===== src/rtl/barrel_rr_sched.sv =====
// Round-robin front end for one shared combinational rotate-right datapath.
// Two requesters compete in IDLE; the winner's operand is issued, captured and held until taken.
module barrel_rr_sched #(
   parameter int WIDTH = 8,
   parameter int SELW  = 3
) (
   input  logic             clk,
   input  logic             reset,
   input  logic             req0_valid,
   input  logic [WIDTH-1:0] req0_data,
   input  logic [SELW-1:0]  req0_sel,
   output logic             req0_ready,
   input  logic             req1_valid,
   input  logic [WIDTH-1:0] req1_data,
   input  logic [SELW-1:0]  req1_sel,
   output logic             req1_ready,
   output logic [WIDTH-1:0] brl_data,
   output logic [SELW-1:0]  brl_sel,
   input  logic [WIDTH-1:0] brl_result,
   output logic             out_valid,
   input  logic             out_ready,
   output logic [WIDTH-1:0] out_data,
   output logic             out_id,
   output logic             busy,
   output logic [7:0]       done_cnt,
   output logic [1:0]       state_dbg
);

   typedef enum logic [1:0] {
      IDLE  = 2'd0,
      ISSUE = 2'd1,
      HOLD  = 2'd2
   } state_t;

   state_t state_q;
   state_t state_d;
   logic   ptr_q;      // 0: requester 0 wins a tie, 1: requester 1 wins
   logic   grant_any;
   logic   grant_id;
   logic   accept;
   logic   out_fire;

   // Handshake rule on every port: a transfer happens on the rising edge where
   // valid and ready are both high; ready never depends on anything but state and valids.
   always_comb begin
      grant_any = req0_valid | req1_valid;
      grant_id  = 1'b0;
      if (req0_valid && req1_valid) begin
         grant_id = ptr_q;
      end else if (req1_valid) begin
         grant_id = 1'b1;
      end
   end

   assign accept     = (state_q == IDLE) && grant_any;
   assign req0_ready = accept && !grant_id;
   assign req1_ready = accept && grant_id;
   assign out_fire   = (state_q == HOLD) && out_ready;
   assign busy       = (state_q != IDLE);
   assign state_dbg  = state_q;

   always_ff @(posedge clk) begin
      if (reset) begin
         state_q <= IDLE;
      end else begin
         state_q <= state_d;
      end
   end

   always_comb begin
      state_d = state_q;
      case (state_q)
         IDLE:    if (grant_any) state_d = ISSUE;
         ISSUE:   state_d = HOLD;
         HOLD:    if (out_ready) state_d = IDLE;
         default: state_d = IDLE;
      endcase
   end

   // brl_data/brl_sel change only on a grant so the rotator output is settled in ISSUE.
   always_ff @(posedge clk) begin
      if (reset) begin
         brl_data  <= '0;
         brl_sel   <= '0;
         out_id    <= 1'b0;
         out_data  <= '0;
         out_valid <= 1'b0;
         done_cnt  <= 8'd0;
         ptr_q     <= 1'b0;
      end else begin
         if (accept) begin
            brl_data <= grant_id ? req1_data : req0_data;
            brl_sel  <= grant_id ? req1_sel  : req0_sel;
            out_id   <= grant_id;
            ptr_q    <= ~grant_id;
         end
         if (state_q == ISSUE) begin
            out_data  <= brl_result;
            out_valid <= 1'b1;
         end
         if (out_fire) begin
            out_valid <= 1'b0;
            done_cnt  <= done_cnt + 8'd1;
         end
      end
   end

endmodule


===== config.mk =====
export PLATFORM = sky130hd
export DESIGN_NAME = barrel_rr_sched
export DESIGN_NICKNAME = d
export VERILOG_FILES = /design/src/rtl/barrel_rr_sched.sv
export SDC_FILE = /design/constraint.sdc
export NUM_CORES = 1
export LEC_CHECK = 0
export BUFFER_PORTS_ARGS = -buffer_cell sky130_fd_sc_hd__buf_2
export CAP_MARGIN = 20
export CORE_ASPECT_RATIO = 0.5
export CORE_UTILIZATION = 48
export DETAILED_ROUTE_END_ITERATION = 12
export HOLD_SLACK_MARGIN = 0.06
export PLACE_DENSITY_LB_ADDON = 0.15
export SLEW_MARGIN = 5
export SYNTH_ARGS = -nofsm -noshare
export SYNTH_HDL_FRONTEND = slang
export SYNTH_SLANG_ARGS = --single-unit

===== constraint.sdc =====
create_clock -name clk -period 2.3 [get_ports clk]
set_clock_uncertainty 0.15 [all_clocks]
set_input_delay 0.46 -clock clk [delete_from_list [all_inputs] [get_ports clk]]
set_output_delay 0.46 -clock clk [all_outputs]
set_load 0.01 [all_outputs]

* Word-level counts from Yosys, hierarchy flattened *
Index checks and enable logic that the tools add are counted.

storage, ports and cells
  register bits after elaboration = 32
  bits of input ports = 35
  output and inout port bits = 34

cells by class
  add/subtract/negate cells = 1
  eq/ne operators = 4
  mux-type cells = 7
  bitwise logic cells = 2
  reductions and logical operators = 10

operators by type and width
  operator                                                               number
  8-bit by 1-bit adder with 8-bit output, second input constant          1
  8-bit 2-to-1 mux                                                       1
  2-bit one-hot mux with 3 select lines                                  1
  1-bit logical AND                                                      5
  2-bit 2-to-1 mux                                                       2
  2-bit inequality test, second input constant                           2
  3-bit 2-to-1 mux                                                       1
  2-bit by 1-bit equality test with 1-bit output, second input constant  1
  2-bit equality test, second input constant                             1
  2-bit zero test                                                        1
  1-bit 2-to-1 mux                                                       2
  2-bit AND reduction                                                    1
  2-bit nonzero test                                                     1
  2-bit OR reduction                                                     1
  1-bit zero test                                                        1
  1-bit inverter                                                         1
  1-bit bitwise OR                                                       1

* Longest topological paths before layout *
  depth after elaboration = 4
  mapped depth = 5

* Worst setup path after synthesis *
OpenSTA, ideal clock, no wires.

  path kind = register to output
  start point = register state_q[1] (netlist: state_dbg[1])
  end point = output req0_ready
  arrival time = 1.220 ns
  data required time = 1.690 ns
  slack = 0.470 ns
  stages on the path, launching flop included = 6
  cells stage by stage = dfxtp_1 -> nor2_1 -> inv_2 -> nor2_1 -> buf_2 -> o21a_1

between the ends
  word-level cells in the longest chain between the ends = 3

ends and longest elaborated chain
  element                 RTL line  RTL
  start, declared         35        state_t state_q;
  start signal, assigned  66        state_q <= state_d;
  2-bit zero test         55        assign accept = (state_q == IDLE) && grant_any;
  1-bit logical AND       55
  1-bit logical AND       56        assign req0_ready = accept && !grant_id;
  end, declared           12        output logic req0_ready,

No other way between the ends.

* Worst setup path after layout *
  start point = register state_q[1] (netlist: state_dbg[1])
  end point = output req1_ready

between the ends
  word-level cells in the longest chain between the ends = 3

ends and longest elaborated chain
  element            RTL line  RTL
  2-bit zero test    55
  1-bit logical AND  55
  1-bit logical AND  57        assign req1_ready = accept && grant_id;
  end, declared      16        output logic req1_ready,

No other way between the ends.

==> metrics.md <==
| Metric | Value |
|---|---|
| Count leader, synth | dfxtp_1 |
| WP data arrival | ~1.5 ns |
| CTS Buffer Depth | 2 |
| Hold Fails Final Rpt | 0 |
| First-pass GRT wire length | a little under 5000 microns |
| Clock transition at path regs | roughly 0.060 ns |
| Status | complete, no violations |
| Die Ht | approximately 40 microns |
| Post-CTS setup buffers | 0 |
| Synthesized Nets | 198 |
| Vias in the first global route | 1126 |
| Fraction of layout cells with a size suffix above 1 | 0.3537 |
| Final wirelength | 3237 microns |
| Fin. max-slew vios | 0 |
| TritonCTS Sinks | 32 |
| Core box area | 2668 sq um |
| Top-area cell type share of the netlist area | 0.4638 |
| Lkg Pwr | 0.8313 nW |
| Max Cap Viol | 0 |
| Dpl cell area | around 1800 sq um |
| Initial core utilization | 0.5178 |
| Initial detailed-routing violation count | 61 |
| F_max | 473.7 MHz |
| PnR worst setup slack | 0.1890 ns |
| PostCTS Resize Cnt | 0 |
| First-pass iteration count of the detailed router | 4 |
| Avg Vias per Cell | 5.380 |
| Pre-CTS setup slack | ~0.34 ns |
| Htree depth | 2 |
| HP Class | in2reg |
| Period utilisation layout | 0.9178 |
| ANT nets after route | 0 |
| Hold_buf cts | 0 |
| Post-synth EDFFs | 0 |
| Die ar. | between 3000 and 4000 sq um |
| # setup viols final | 0 |
| Layout Nets | 265 |
| FF+latch count, synth | 32 |
| Syn Inst Count | 162 |
| Area growth, synth to finish | 32.34% |
| Cell taking the most area after synthesis | dfxtp_1 |
| Initial antenna violation count | 0 |
| Row count | 13 |
| CP Class | reg2out |
| TritonCTS Buffers | 5 |
| Ys async rst share | 0 |
| Largest net degree at the start of global routing | 33 |
| Number of diodes | 0 |
| Clock root buffer master | clkbuf_8 |
| Top cells by count, synth | 32 x dfxtp_1, 27 x a21oi_1, 18 x nand2_1, 11 x a311oi_1, 11 x nand3b_1 |
| Die W | 77.87 microns |
| GRT Util Overall | 0.2143 |
| Slew HR | 0.5832 |
| CP Max Fanout | 7 |
| Remaining DRCs | 0 |
| CP Capture Type | primary output |
| Worst hold slack | 0.2742 ns |
| Sequential-to-total area share from yosys stat | 0.4638 |
| Wire per inst | 12.17 microns |
| Grt ovf | 0 |
| Fill cells | 246 |
| Top cells by area, synth | dfxtp_1 46%, a21oi_1 9.8%, a311oi_1 7.0% |
| Fin crit period | 2.111 ns |
| Final HPWL DP | 2292 microns |
| Post-Place Cells | 259 |
| Clock Latency Late Sink | between 0.2 and 0.3 ns |
| Yosys cell types | 29 |
| GPL Wtd Cong | 0.7667 |
| Ys flop type | dfxtp_1 |
| Tightest Pin Transition | 0.6239 ns |
| CP Launch Type | register |
| Design area | 1828 sq um |
| CTS tree | built |
| Final std cells w/o fill | roughly 270 |
| Power Dens Cells | 695.2 nW/um^2 |
| Setup TNS | 0 ns |
| Data required time at the worst endpoint | ~1.7 ns |
| Routed via count | 1431 |
| Yosys warns | 0 |
| VDD IR max | 320.1 uV |
| Avg Cell Area, Syn | about 8.5 sq um |
| Synthesized area | about 1400 sq um |
| I/O pin cnt | ~70 |
| Unrepaired setup endpoints after global routing | no |
| PortBufs | 68 |
## cell families (layout without fill, tap and decap cells)
family | after synthesis | count (layout) | share of synthesized area
xor gates and xnor gates | 2 | 2 | 0.01268
muxes | 1 | 1 | 0.007247
DFF | 32 | 32 | 0.4638
buffers and inverters | 15 | 82 | 0.04258
and+or+nand+nor | 54 | 54 | 0.2228
AOI/OAI and AO/OA | 57 | 57 | 0.2418
adders and majority gates | 1 | 1 | 0.009057
## cell type report
cell class	count	area [sq um]	area share
clock buffers	6	72.57	0.03970
clock inverters	1	5.005	0.002738
inverters	3	11.26	0.006160
multi-input cells	115	681.9	0.3730
flip-flops and latches	32	640.6	0.3504
well taps	37	46.29	0.02533
repair buffers	72	370.4	0.2026
## sequential cells by signal (all words and copies together), names as in the netlist
signal     cells
brl_data       8
brl_sel        3
done_cnt       8
out_data       8
out_id         1
out_valid      1
ptr_q          1
state_dbg      2
## layout by cell type, fill, tap and decap left out, types with 2 or more instances in the layout
| master | instances |
|---|---|
| nor2_1 | 7 |
| or3_1 | 4 |
| dfxtp_1 | 32 |
| o31ai_1 | 2 |
| a21oi_1 | 27 |
| inv_2 | 2 |
| o21ai_0 | 9 |
| o21ai_1 | 7 |
| buf_2 | 68 |
| nand2_1 | 18 |
| xor2_1 | 2 |
| nand4_1 | 2 |
| nor3_1 | 2 |
| buf_4 | 4 |
| nand3b_1 | 11 |
| a311oi_1 | 11 |
| or4_1 | 2 |
| clkbuf_8 | 5 |
## worst paths after layout
path / startpoint / end / slack, ns / cells after the start
min: brl_result[3] / out_data[3] / 0.27 / 3
min reg2reg: out_data[7] / out_data[7] / 0.30 / 2
max reg2reg: state_dbg[1] / done_cnt[5] / 0.78 / 3
max: state_dbg[1] / req1_ready / 0.19 / 5
## worst max-delay path: stages (launching register included)
cell	delay [ns]
dfxtp_1	0.38
nor2_1	0.19
inv_2	0.08
or3_1	0.37
inv_1	0.09
buf_2	0.13
## per-layer routing
metal  vias up  routed length, microns  GRT usage
met3         4                     219    0.07045
met2        52                    1523     0.3938
met5         -                       0          0
met1       648                    1475     0.2510
met4         0                      19    0.06604
li1        727                       -          -
## through the flow
step | utilization | total power [W]
global route | 0.6853 | 0.001344
detailed placement | 0.6562 | 0.0008886
global placement | 0.6562 | 0.0008827
finish | 0.6853 | 0.001271
CTS | 0.6853 | 0.001280
floorplan | - | 0.0007828
## power breakdown
part / total (W) / internal, W / switching (W)
registers: 0.000622 / 0.000598 / 0.0000247
clock network: 0.000394 / 0.000205 / 0.000188
logic: 0.000255 / 0.000114 / 0.000141
total: 0.00127 / 0.000917 / 0.000354
Power figures use the tool's default switching activity.
